### src/rtl/write_enable_sequencer.sv
// Run controller for the BRAM write_enable core: converts a software start
// into a single restart pulse, then counts complete frames on the
// free-running BRAM address and raises a sticky done flag. All outputs are
// registered so the CPU register bank and write_enable see glitch-free values.
module write_enable_sequencer #(
  parameter int BRAM_WIDTH    = 5,
  parameter int NFRAMES_WIDTH = 16
) (
  input  logic                     clk,
  input  logic                     resetn,
  input  logic                     start,
  input  logic                     abort,
  input  logic [NFRAMES_WIDTH-1:0] n_frames,
  input  logic [BRAM_WIDTH-1:0]    count_max,
  input  logic [BRAM_WIDTH-1:0]    address,
  output logic                     restart,
  output logic                     busy,
  output logic                     writing,
  output logic                     done,
  output logic [NFRAMES_WIDTH-1:0] frame_count
);

  typedef enum logic [2:0] {
    IDLE,
    ARM,
    WAIT_WRAP,
    WRITE,
    DONE
  } state_t;

  state_t                   state, state_next;
  logic [NFRAMES_WIDTH-1:0] nf_l, nf_l_next;
  logic [BRAM_WIDTH-1:0]    cm_l, cm_l_next;
  logic [NFRAMES_WIDTH-1:0] frame_count_next;
  logic [NFRAMES_WIDTH-1:0] frame_count_inc;
  logic                     restart_next, busy_next, writing_next, done_next;
  logic                     boundary;

  // A frame ends on the cycle the address equals the latched last address;
  // the live count_max is deliberately not used so mid-run edits are inert.
  assign boundary        = (address == cm_l);
  assign frame_count_inc = frame_count + NFRAMES_WIDTH'(1);

  // Next-state and next-output decode; abort overrides everything, including start.
  always_comb begin
    state_next       = state;
    nf_l_next        = nf_l;
    cm_l_next        = cm_l;
    frame_count_next = frame_count;
    restart_next     = 1'b0;
    busy_next        = busy;
    writing_next     = writing;
    done_next        = done;

    if (abort) begin
      state_next   = IDLE;
      busy_next    = 1'b0;
      writing_next = 1'b0;
      done_next    = 1'b0;
    end else begin
      case (state)
        IDLE, DONE: begin
          if (start) begin
            nf_l_next        = n_frames;
            cm_l_next        = count_max;
            frame_count_next = '0;
            writing_next     = 1'b0;
            if (n_frames == '0) begin
              state_next = DONE;
              done_next  = 1'b1;
              busy_next  = 1'b0;
            end else begin
              state_next   = ARM;
              done_next    = 1'b0;
              busy_next    = 1'b1;
              restart_next = 1'b1;
            end
          end
        end
        ARM: begin
          state_next = WAIT_WRAP;
        end
        WAIT_WRAP: begin
          if (boundary) begin
            state_next   = WRITE;
            writing_next = 1'b1;
          end
        end
        WRITE: begin
          if (boundary) begin
            frame_count_next = frame_count_inc;
            if (frame_count_inc == nf_l) begin
              state_next   = DONE;
              done_next    = 1'b1;
              busy_next    = 1'b0;
              writing_next = 1'b0;
            end
          end
        end
        default: begin
          state_next   = IDLE;
          busy_next    = 1'b0;
          writing_next = 1'b0;
          done_next    = 1'b0;
        end
      endcase
    end
  end

  // State, latched run parameters and registered outputs.
  always_ff @(posedge clk or negedge resetn) begin
    if (!resetn) begin
      state       <= IDLE;
      nf_l        <= '0;
      cm_l        <= '0;
      frame_count <= '0;
      restart     <= 1'b0;
      busy        <= 1'b0;
      writing     <= 1'b0;
      done        <= 1'b0;
    end else begin
      state       <= state_next;
      nf_l        <= nf_l_next;
      cm_l        <= cm_l_next;
      frame_count <= frame_count_next;
      restart     <= restart_next;
      busy        <= busy_next;
      writing     <= writing_next;
      done        <= done_next;
    end
  end

endmodule

### config.mk
export PLATFORM = sky130hd
export DESIGN_NAME = write_enable_sequencer
export DESIGN_NICKNAME = d
export VERILOG_FILES = /design/src/rtl/write_enable_sequencer.sv
export SDC_FILE = /design/constraint.sdc
export NUM_CORES = 1
export LEC_CHECK = 0
export BUFFER_PORTS_ARGS = -buffer_cell sky130_fd_sc_hd__buf_2
export CORE_MARGIN = 3
export CORE_UTILIZATION = 44
export DETAILED_ROUTE_END_ITERATION = 16
export GPL_ROUTABILITY_DRIVEN = 0
export HOLD_SLACK_MARGIN = 0.12
export PLACE_DENSITY = 0.66
export SYNTH_ARGS = -nofsm -noshare
export SYNTH_HDL_FRONTEND = slang
export SYNTH_SLANG_ARGS = --single-unit
### constraint.sdc
create_clock -name clk -period 6.15 [get_ports clk]
set_input_delay 0 -clock clk [delete_from_list [all_inputs] [get_ports clk]]
set_output_delay 0 -clock clk [all_outputs]
set_load 0.01 [all_outputs]
* Yosys cells after proc, flatten, opt, wreduce, memory -nomap -nowiden
Index checks and enable logic that the tools add are counted.
W data, S select, Z words.
** Storage, ports and cells
- Register bits after elaboration :: 44
- Bits in latches :: 0
- RAM bits :: 0
- Memory bits (read-only) :: 0
- Bits of input ports :: 30
- Output and inout port bits :: 20
- Logic and storage cells :: 63
- Memories :: 0
** Operators by class
- Add/subtract/negate cells :: 1
- Multiply operators :: 0
- Divide/modulo/power cells :: 0
- $lt $le $gt $ge :: 0
- Equal/unequal tests :: 14
- Shifts and indexed selects :: 0
- Muxes and demuxes :: 29
- Bitwise gates (word level) :: 1
- Reductions and logical operators :: 10
** Operators with widths (count)
- $mux W16 :: 2
- $pmux W16 S2 :: 1
- $mux W3 :: 6
- $add A16 B1 Y16 const B :: 1
- $eq A16 B16 Y1 :: 1
- $logic_not A16 Y1 :: 1
- $mux W1 :: 16
- $ne A3 B3 Y1 const B :: 4
- $pmux W3 S4 :: 1
- $reduce_and A4 Y1 :: 3
- $eq A3 B2 Y1 const B :: 2
- $ne A2 B2 Y1 const B :: 3
- $pmux W1 S3 :: 2
- $eq A5 B5 Y1 :: 1
- $reduce_and A5 Y1 :: 1
- $pmux W1 S4 :: 1
- $reduce_or A2 Y1 :: 2
- $eq A3 B1 Y1 const B :: 1
- $eq A3 B3 Y1 const B :: 1
- $logic_not A3 Y1 :: 1
- $reduce_and A3 Y1 :: 1
- $ne A2 B1 Y1 const B :: 1
- $reduce_bool A2 Y1 :: 1
- $not A1 Y1 :: 1

* Longest topological paths before layout
Gate-level depths: netlist (run 1).
- Depth in word-level cells :: 6
- Depth in mapped cells :: 9
- Depth with buffers taken out :: 7

* Worst setup path after synthesis (run 1)
OpenSTA, ideal clock, no wires.
- Path kind :: reg2reg
- Start point :: register frame_count[0]
- End point :: register state[1]
- Setup time :: 136 ps
- Arrival :: 2220 ps
- Slack :: 3794 ps
- Stages on the path, launching flop included :: 8
- Path buffers :: 0
- Cell sequence :: dfrtp_1 > ha_1 > nand3_1 > nor2_1 > xnor2_1 > or4_4 > nor4_4 > a31oi_1
** Between the ends
- Cells in the longest elaborated chain, start to end :: 4
** RTL lines
- from (decl) :: line 20 : output logic [NFRAMES_WIDTH-1:0] frame_count
- from (signal assigned) :: line 125 : frame_count <= frame_count_next;
- $add A16 B1 Y16 :: line 42 : assign frame_count_inc = frame_count + NFRAMES_WIDTH'(1);
- $eq A16 B16 Y1 :: line 92 : if (frame_count_inc == nf_l) begin
- $ne A3 B3 Y1 (no line)
- $reduce_and A4 Y1 (no line)
- to (signal assigned) :: line 122 : state <= state_next;
- to (decl) :: line 31 : state_t state, state_next;
No other way between the ends.
A chain may end at the register's enable or synchronous reset.

* Worst setup path in the final report (run 1)
Same ends and word-level chain as after synthesis.

==> run metrics, run 1 <==
area of the multi-input gates=0.00146 mm2; Die Ht=83.5 um; Total GRT Usage=0.200; Avg Vias per Cell=5.80; filler cell count=495; WL final=6470 um; CTS Hold Bufs=25; Slew Viols, Final=0; count of unique library cells instantiated by Yosys=51; commonest non-fill, non-tap cell in the layout=buf_2; Initial DRC Count=234; critical path class=flop to flop; Syn Inst Count=267; switch share=0.297; placed cell area=0.00291 mm2; initial antenna violation count=0; R2R setup slack=3.43 ns; final worst setup slack=3.43 ns; NumNets Final=362; H-tree depth=2; Overflow after GRT=0; relative slew slack=0.314; Remaining DRCs=0; min Tclk post-route=2.72 ns; routed wl met2=2980 um; die area=0.00697 mm2; Comb power frac=0.264; most frequent cells in the layout=buf_2, dfrtp_1, dlygate4sd3_1; clock network fraction of design power=0.252; sequential share of power=0.484; synthesized flop and latch total=44; Post-synth EDFFs=0; post-route design area=0.00326 mm2; Reg clk slew, reported paths=0.08 ns; post-synthesis sequential area ratio=0.417; Core ar.=0.00564 mm2; post-synthesis instance area=0.00264 mm2; Setup crit end kind=flop; total CTS buffers=5; number of global-route vias before repair=2,314; Initial Util=0.468; via count=2,330; die width=83.5 um; ys flop type=dfrtp_1; layout cells sized above 1=0.279; TritonCTS Sinks=44; r2r startpoint=frame_count[0]; post-cts sizing count=0; R2R depth=7; Rows=27; worst-path maximum fanout=9; CP required=6.31 ns; Clock Skew=0.00406 ns; 1st-pass router iterations=4; VDD IR max=0.000151 V; I/O pin cnt=50; RSZ-0062 raised after global routing=no; final hold violations=0; outcome=finished, final reports clean; Clock Path Buffers=2; DP Wirelength=4610 um; Lkg Pwr=1.43 nW; Tcrit/Tclk final=0.442; Area Growth Syn to Fin=23.4%; largest net degree at the start of global routing=45; Antenna Cells=0; hold crit path type=input port to async pin; clk root buf=clkbuf_8; average cell area after synthesis=9.89 um2; post-CTS setup buffer count=0; internal power=0.000580 W; Fin Setup TNS=0 ns; Max Used Layer=met4; met3 WL post-DR=431 um; PwrDens=253 mW/mm2; Max Cap Violations=0; CTS tree=done; crit path from=frame_count[0]; Slew @ Worst Pin=1.03 ns; Sw Pwr=0.000244 W; post-synth net total=298; yosys warns=0; Startpoint Class=flop; worst-skew pair later-pin latency=0.29 ns; pre-CTS setup slack=3.47 ns; drt wl/cell=16.1 um; Post-synth ARST share=1.00; Final Setup Violations=0; first-pass GRT wire length=11,400 um; M1 wire length=3020 um; Port Buffer Count=49; FF/Latch Area=0.00110 mm2; fmax=368 MHz; RR Endpoint=state[1]; WP data arrival=2.88 ns; ANT nets after route=0
-- worst max path at each step --
stage,cells past startpoint,slack [ns],to
3_5_place_dp,7,3.47,busy
3_3_place_gp,7,3.44,writing
4_1_cts,7,3.46,writing
2_1_floorplan,7,3.79,state[1]
6_report,7,3.43,state[1]
5_1_grt,7,3.24,writing
-- logic make-up (layout without fill, tap and decap cells) --
kind of cell / after synthesis / in the layout / share of synthesized area
simple gates: 93 / 93 / 0.216
mux: 25 / 25 / 0.106
buf+inv: 20 / 83 / 0.0308
compound gates: 60 / 60 / 0.147
fa+ha+maj: 1 / 1 / 0.00474
flops: 44 / 44 / 0.417
xor+xnor: 24 / 24 / 0.0796
-- cells in the mapped netlist (5+ instances only) --
cell type | n | area share
nand2_1 | 15 | 0.021
nand3_1 | 6 | 0.011
mux2_2 | 23 | 0.098
a21oi_1 | 5 | 0.0095
xor2_1 | 14 | 0.046
o21ai_0 | 23 | 0.044
nand4_1 | 5 | 0.012
o31ai_1 | 8 | 0.023
xnor2_1 | 10 | 0.033
nor3_1 | 7 | 0.013
nor2_1 | 21 | 0.030
o41ai_1 | 5 | 0.017
buf_2 | 5 | 0.0095
clkbuf_1 | 9 | 0.013
dfrtp_1 | 44 | 0.42
-- state kept, by name (all words and copies together), names as in the netlist --
register / count
cm_l: 5
done: 1
state: 3
nf_l: 16
writing: 1
busy: 1
frame_count: 16
restart: 1
-- final cells by class --
class / count / area share
Clock buffer: 5 / 0.0211
Timing Repair Buffer: 74 / 0.152
Sequential cell: 44 / 0.338
Clock inverter: 1 / 0.00922
Inverter: 3 / 0.00346
Tap cell: 72 / 0.0276
Multi-Input combinational cell: 203 / 0.449
-- power groups by stage --
stage               Clock, W  Sequential (W)  Combinational, W
floorplan                  0        0.000387          0.000163
global placement           0        0.000402          0.000201
detailed placement         0        0.000405          0.000205
CTS                 0.000215        0.000399          0.000218
global route        0.000227        0.000409          0.000244
finish              0.000208        0.000399          0.000217
-- metrics by stage --
stage,hold slack (ns),std cells,power [W],util
after floorplan,-0.296,267,0.000550,-
after global placement,0.226,371,0.000603,0.516
after detailed placement,0.209,371,0.000611,0.516
after CTS,0.431,402,0.000832,0.578
after global routing,0.466,402,0.000880,0.578
final,0.403,402,0.000824,0.578
-- layer usage --
metal | track usage | vias up
met5 | 0 | -
met4 | 0.0731 | 0
met3 | 0.0355 | 4
met2 | 0.307 | 102
met1 | 0.283 | 1111
li1 | - | 1113
-- worst max-delay path, stage by stage, from the launching register on --
cell and delay [ns]:
dfrtp_1 0.48, ha_1 0.41, nand3_1 0.23, nor2_1 0.23, xnor2_1 0.10, or4_4 0.55
nor4_4 0.47, a31oi_1 0.13
Note: power is estimated with default switching activity, not from simulation.
==> inputs of run 2 (changes only) <==
ABC_AREA = 1   (was unset)
PLACE_DENSITY = 0.68   (was 0.66)
clock period = 2.36 ns   (was 6.15 ns; I/O delays follow)
==> run 2 against run 1 <==
  * Power grew to 3.1 times the previous value
  * Area after synthesis shrank 1.8%
  * Sequential power grew to 2.9 times the previous value
  * Global-route usage grew 1.3 points
==> run metrics, run 2 <==
outcome=finished, final reports clean; hold crit path type=input port to flop; post-synth net total=358 (+20%); initial antenna violation count=0 (unchanged); commonest non-fill, non-tap cell in the layout=nand2_1; post-synthesis instance area=0.00259 mm2 (-1.8%); hold slack=0.209 ns (-0.194 ns); Port Buffer Count=49 (unchanged); crit path cell chain=ha_2, nand2_2, nor2_4, buf_12, nand2_1, nand2_1, nand2_1, a21oi_1, nand2_1, nor2_1, nand2_1, nand2_2, nand2_1, nand2_1, nand2_1; critical path class=flop to flop; final hold violations=0 (unchanged); min Tclk post-route=2.06 ns (-0.654 ns); Setup crit end kind=flop; M1 wire length=3010 um (-0.33%); number of global-route vias before repair=2,374 (+2.6%); first-pass GRT wire length=10,900 um (-4.4%); R2R setup slack=0.30 ns (-3.14 ns); CTS tree=done; total power draw=0.00254 W (+210%); top-area cell type share of the netlist area=0.424 (+0.00744); Syn Inst Count=327 (+22%); CP most frequent cell=nand2_1; synthesized flop and latch total=44 (unchanged); Antenna Cells=0 (unchanged); WP data arrival=2.26 ns (-0.62 ns); H-tree depth=2 (unchanged); Die Ht=82.8 um (-0.82%); Fin Setup TNS=0 ns (unchanged); count of unique library cells instantiated by Yosys=30 (-41%); Initial DRC Count=251 (+7.3%); Startpoint Class=flop; DP Wirelength=4660 um (+1.2%); largest net degree at the start of global routing=45 (unchanged); Area contributors post-synth=dfrtp_1, nand2_1, inv_1; CP required=2.55 ns (-3.76 ns); routed wl met2=3140 um (+5.5%); Post-synth top cells=nand2_1, dfrtp_1, inv_1; relative slew slack=0.337 (+0.0226); worst-path maximum fanout=7 (-2); Final Setup Violations=0 (unchanged); TritonCTS Sinks=44 (unchanged); Lkg Pwr=1.64 nW (+15%); Rows=27 (unchanged); worst-skew pair later-pin latency=0.30 ns (about the same); die area=0.00686 mm2 (-1.6%); most frequent cells in the layout=nand2_1, buf_2, inv_1; post-synthesis sequential area ratio=0.424 (+0.00744); Reg clk slew, reported paths=0.08 ns (about the same); Area Growth Syn to Fin=27.2%; Tcrit/Tclk final=0.874 (+0.433); Core Util, Final=0.589 (+0.0113); total CTS buffers=5 (unchanged); Max Used Layer=met4; ys flop type=dfrtp_1; Avg Vias per Cell=5.12 (-12%); Synth area leader=dfrtp_1; clk root buf=clkbuf_8; I/O pin cnt=50 (unchanged); Max Cap Violations=0 (unchanged); Overflow after GRT=0 (unchanged); top-count cell post-synth=nand2_1; RSZ-0062 raised after global routing=no; layout cells sized above 1=0.239 (-0.0398); final worst setup slack=0.296 ns (-3.14 ns); 1st-pass router iterations=4 (unchanged); Clock Skew=0.00703 ns (+0.00296 ns); average cell area after synthesis=7.94 um2 (-20%); Post-synth EDFFs=0 (unchanged); CP max-delay cell=dfrtp_2; yosys warns=0 (unchanged); Post-synth ARST share=1.00 (unchanged); Remaining DRCs=0 (unchanged); Initial Util=0.463 (-0.00543); pre-CTS setup slack=0.200 ns (-3.27 ns); Slew Viols, Final=0 (unchanged); CP max stage delay=0.43 ns (-0.12 ns); VDD IR max=0.000480 V (+220%); PwrDens=768 mW/mm2 (+200%); die width=82.8 um (-0.82%); met3 WL post-DR=383 um (-11%); fmax=485 MHz (+32%); Total GRT Usage=0.213 (+0.0127); Clock Path Buffers=2 (unchanged); NumNets Final=441 (+22%); ANT nets after route=0 (unchanged); Core ar.=0.00561 mm2 (-0.60%); WL final=6670 um (+3.0%); drt wl/cell=13.8 um (-14%); Slew @ Worst Pin=0.995 ns (-0.0328 ns); via count=2,466 (+5.8%); biggest regs=frame_count x16, nf_l x16, cm_l x5
-- run 2: cell types whose count changed in the layout (fill, tap and decap cells not counted), sizes merged, moves of 8 or more --
| cell | delta |
|---|---|
| inv | +42 |
| mux2 | -11 |
| nand2 | +86 |
| nand3 | +20 |
| nor2 | +10 |
| o21ai | -18 |
| o22ai | +14 |
| o31ai | -8 |
| xor2 | -12 |
-- run 2: where the power goes --
part	switching [W]	total (W)	internal, W
combinational	0.000498	0.000920	0.000422
clock	0.000268	0.000468	0.000201
sequential	0.000170	0.00115	0.000978
-- run 2: final timing paths --
check	startpoint	end	cells past startpoint
setup reg to reg	frame_count[0]	busy	15
min in group asynchronous	resetn	frame_count[5]	2
max in group asynchronous	resetn	frame_count[0]	2
hold reg to reg	done	done	2
setup / recovery	frame_count[0]	busy	15
hold / removal	address[3]	frame_count[1]	6
-- run 2: stage by stage --
step | cell area [um2] | cells
after CTS | 3260 | 479
after global placement | 2910 | 445
after global routing | 3300 | 482
after detailed placement | 2910 | 445
after floorplan | 2590 | 327
final | 3300 | 482
-- run 2: kinds of logic after synthesis --
| family | after synthesis | synth area share |
|---|---|---|
| AND/OR/NAND/NOR | 180 | 0.312 |
| buffers and inverters | 49 | 0.0752 |
| flip-flops | 44 | 0.424 |
| AO/OA/AOI/OAI | 32 | 0.0955 |
| multiplexers | 13 | 0.0559 |
| XOR/XNOR | 8 | 0.0323 |
| adder cells (fa/ha/maj) | 1 | 0.00482 |
-- run 2: per-layer routing --
layer  vias up  track usage
li1       1230            -
met1      1142        0.282
met2        82        0.345
met3        12       0.0367
met4         0       0.0866
met5         -            0
-- run 2: worst max-delay path: cells and delay by family, from the launching register on --
kind	cells	cell delay [ns]
buffers and inverters	1	0.12
AO/OA/AOI/OAI	1	0.18
adder cells (fa/ha/maj)	1	0.21
flip-flops	1	0.43
AND/OR/NAND/NOR	12	1.02
-- run 2: cell type report --
cell class	instances	area [um2]
Tap cell	72	90.1
Inverter	45	169
Clock buffer	5	68.8
Multi-Input combinational cell	234	1300
Fill cell	535	2310
Clock inverter	2	12.5
Sequential cell	44	1100
Timing Repair Buffer	80	558
-- run 2: timing repair --
action / in CTS / in global routing
hold buffers: 27 / 0
setup buffers: 0 / 3
hold endpoints to repair: 68 / 0
gates resized for setup: 0 / 3
endpoints found under the setup margin: 0 / 5
==> inputs of run 3 (changes only) <==
==> constraint.sdc (replaced) <==
create_clock -name clk -period 2.36 [get_ports clk]
set_input_delay 0 -clock clk [delete_from_list [all_inputs] [get_ports clk]]
set_output_delay 0 -clock clk [all_outputs]
set_load 0.1 [all_outputs]
==> run 3 against run 2 <==
  * Hold slack better by 0.051 ns
  * Global-route usage down 0.39 points
  * Clock skew about the same
  * Largest cell class unchanged
  * Non-clock buffer count down 1
  * Count of clock-buffer cells in the layout up 1
  * First-iteration DRC count down 48%
  * Critical endpoint unchanged
  * Critical path depth up 1
  * Via count down 0.93%
  * Wire length down 3.2%
==> run metrics, run 3 (synthesized netlist as in run 2, its figures left out) <==
PwrDens=853 mW/mm2 (+11%); fmax=487 MHz (+0.53%); min Tclk post-route=2.05 ns (-0.0108 ns); biggest regs=frame_count x16, nf_l x16, cm_l x5; 1st-pass router iterations=4 (unchanged); outcome=finished, final reports clean; CP required=2.55 ns (about the same); Remaining DRCs=0 (unchanged); Rows=27 (unchanged); Core ar.=0.00561 mm2 (unchanged); Clock Path Buffers=2 (unchanged); r2r startpoint=frame_count[0]; R2R depth=16 (+1); busiest layer in global routing=met2; Sw Pwr=0.00112 W (+19%); Area Growth Syn to Fin=27.6%; Max Cap Violations=0 (unchanged); Initial DRC Count=131 (-48%); Lkg Pwr=1.64 nW (+0.20%); layout cells sized above 1=0.244 (+0.00488); Slew @ Worst Pin=0.653 ns (-0.342 ns); Reg clk slew, reported paths=0.08 ns (about the same); hold crit path type=input port to async pin; CP most frequent cell=nand2_1; Startpoint Class=flop; I/O pin cnt=50 (unchanged); crit path cell chain=ha_1, nand2_2, nor2_4, buf_4, nand2_1, nand2_1, nand3b_1, nand2_1, nor2_1, nand2_1, nor2_1, nand2_1, nand2_2, nand2_1, nand2_1, nand2_1; Setup crit end kind=flop; R2R setup slack=0.31 ns (about the same); Initial Util=0.463 (unchanged); die area=0.00686 mm2 (unchanged); initial antenna violation count=0 (unchanged); worst-path maximum fanout=7 (unchanged); ANT nets after route=0 (unchanged); met1 Use GR=0.281 (-0.000962); CP max stage delay=0.45 ns (+0.02 ns); Die Ht=82.8 um (unchanged); Clock Skew=0.00741 ns (+0.000381 ns); internal power=0.00171 W (+6.8%); die width=82.8 um (unchanged); met2 usage=0.341 (-0.00321); RR Endpoint=busy; commonest non-fill, non-tap cell in the layout=nand2_1; switch share=0.395 (+0.0263); total power draw=0.00283 W (+11%); NumNets Final=440 (-0.23%); Slew Viols, Final=0 (unchanged); GR Layer Usage met3=0.0389 (+0.00216); WL final=6450 um (-3.2%); relative slew slack=0.565 (+0.228); Port Buffer Count=49 (unchanged); final hold violations=0 (unchanged); CTS tree=done; filler cell count=513 (-4.1%); WP data arrival=2.24 ns (-0.02 ns); clk root buf=clkbuf_8; H-tree depth=2 (unchanged); clock network fraction of design power=0.201 (+0.016); CP max-delay cell=dfrtp_2; number of global-route vias before repair=2,291 (-3.5%); largest net degree at the start of global routing=29 (-36%); area of the multi-input gates=0.00130 mm2 (-0.19%); most frequent cells in the layout=nand2_1, buf_2, inv_1; critical path class=flop to flop; Antenna Cells=0 (unchanged); total CTS buffers=5 (unchanged); Fin Setup TNS=0 ns (unchanged); Comb power frac=0.389 (+0.026); DP Wirelength=4670 um (+0.18%); TritonCTS Sinks=44 (unchanged); RSZ-0062 raised after global routing=no; FF/Latch Area=0.00111 mm2 (+0.45%); Final Setup Violations=0 (unchanged); first-pass GRT wire length=10,900 um (-0.57%); via count=2,443 (-0.93%); worst-skew pair later-pin latency=0.30 ns (about the same); sequential share of power=0.410 (-0.043); Total GRT Usage=0.209 (-0.00390); Tcrit/Tclk final=0.870 (-0.00457); VDD IR max=0.000822 V (+71%); Overflow after GRT=0 (unchanged); Avg Vias per Cell=5.07 (-0.93%); drt wl/cell=13.4 um (-3.2%)
## run 3: per-stage QoR
step                area [um2]  hold WS, ns  instances  utilization  worst slack (ns)
floorplan                 2600       -0.296        327            -           0.00450
global placement          2930       0.0597        446        0.522             0.332
detailed placement        2930       0.0564        446        0.522             0.253
CTS                       3300        0.244        481        0.589             0.229
global route              3310        0.313        482        0.590            0.0935
finish                    3310        0.260        482        0.590             0.307
## run 3: repair_timing
action,4_1_cts,5_1_grt
hold endpoints to repair,51,0
hold buffers,27,0
setup endpoints to repair,0,2
gates resized for setup,0,0
buffers inserted,0,1
## run 3: how the worst max path moves through the flow
stage	slack (ns)	from	endpoint
6_report	0.31	frame_count[0]	busy
5_1_grt	0.09	frame_count[0]	busy
4_1_cts	0.23	frame_count[0]	busy
3_5_place_dp	0.25	frame_count[0]	busy
3_3_place_gp	0.33	frame_count[0]	busy
2_1_floorplan	0.005	frame_count[6]	busy
## run 3: cell type report
cell class / instances / share of cell area
Clock inverter: 2 / 0.0106
Tap cell: 72 / 0.0272
Multi-Input combinational cell: 234 / 0.392
Sequential cell: 44 / 0.334
Timing Repair Buffer: 79 / 0.163
Inverter: 45 / 0.0510
Clock buffer: 6 / 0.0219
## run 3: power by group through the flow
| stage | Sequential (W) | Clock, W | Combinational [W] |
|---|---|---|---|
| 4_1_cts | 0.00115 | 0.000585 | 0.00109 |
| 6_report | 0.00116 | 0.000567 | 0.00110 |
| 3_5_place_dp | 0.00117 | 0 | 0.00105 |
| 3_3_place_gp | 0.00116 | 0 | 0.00105 |
| 2_1_floorplan | 0.00132 | 0 | 0.000649 |
| 5_1_grt | 0.00119 | 0.000608 | 0.00122 |
## run 3: worst max-delay path, delay by kind of cell (launching register included)
| family | cells | cell delay, ns |
|---|---|---|
| buf+inv | 1 | 0.15 |
| simple gates | 14 | 1.12 |
| fa+ha+maj | 1 | 0.25 |
| flops | 1 | 0.45 |
## run 3: per-layer routing
| layer | vias to the layer above | part of all wire |
|---|---|---|
| met1 | 1134 | 0.47 |
| met2 | 66 | 0.47 |
| met4 | 0 | 0.016 |
| li1 | 1233 | - |
| met5 | - | 0 |
| met3 | 10 | 0.048 |
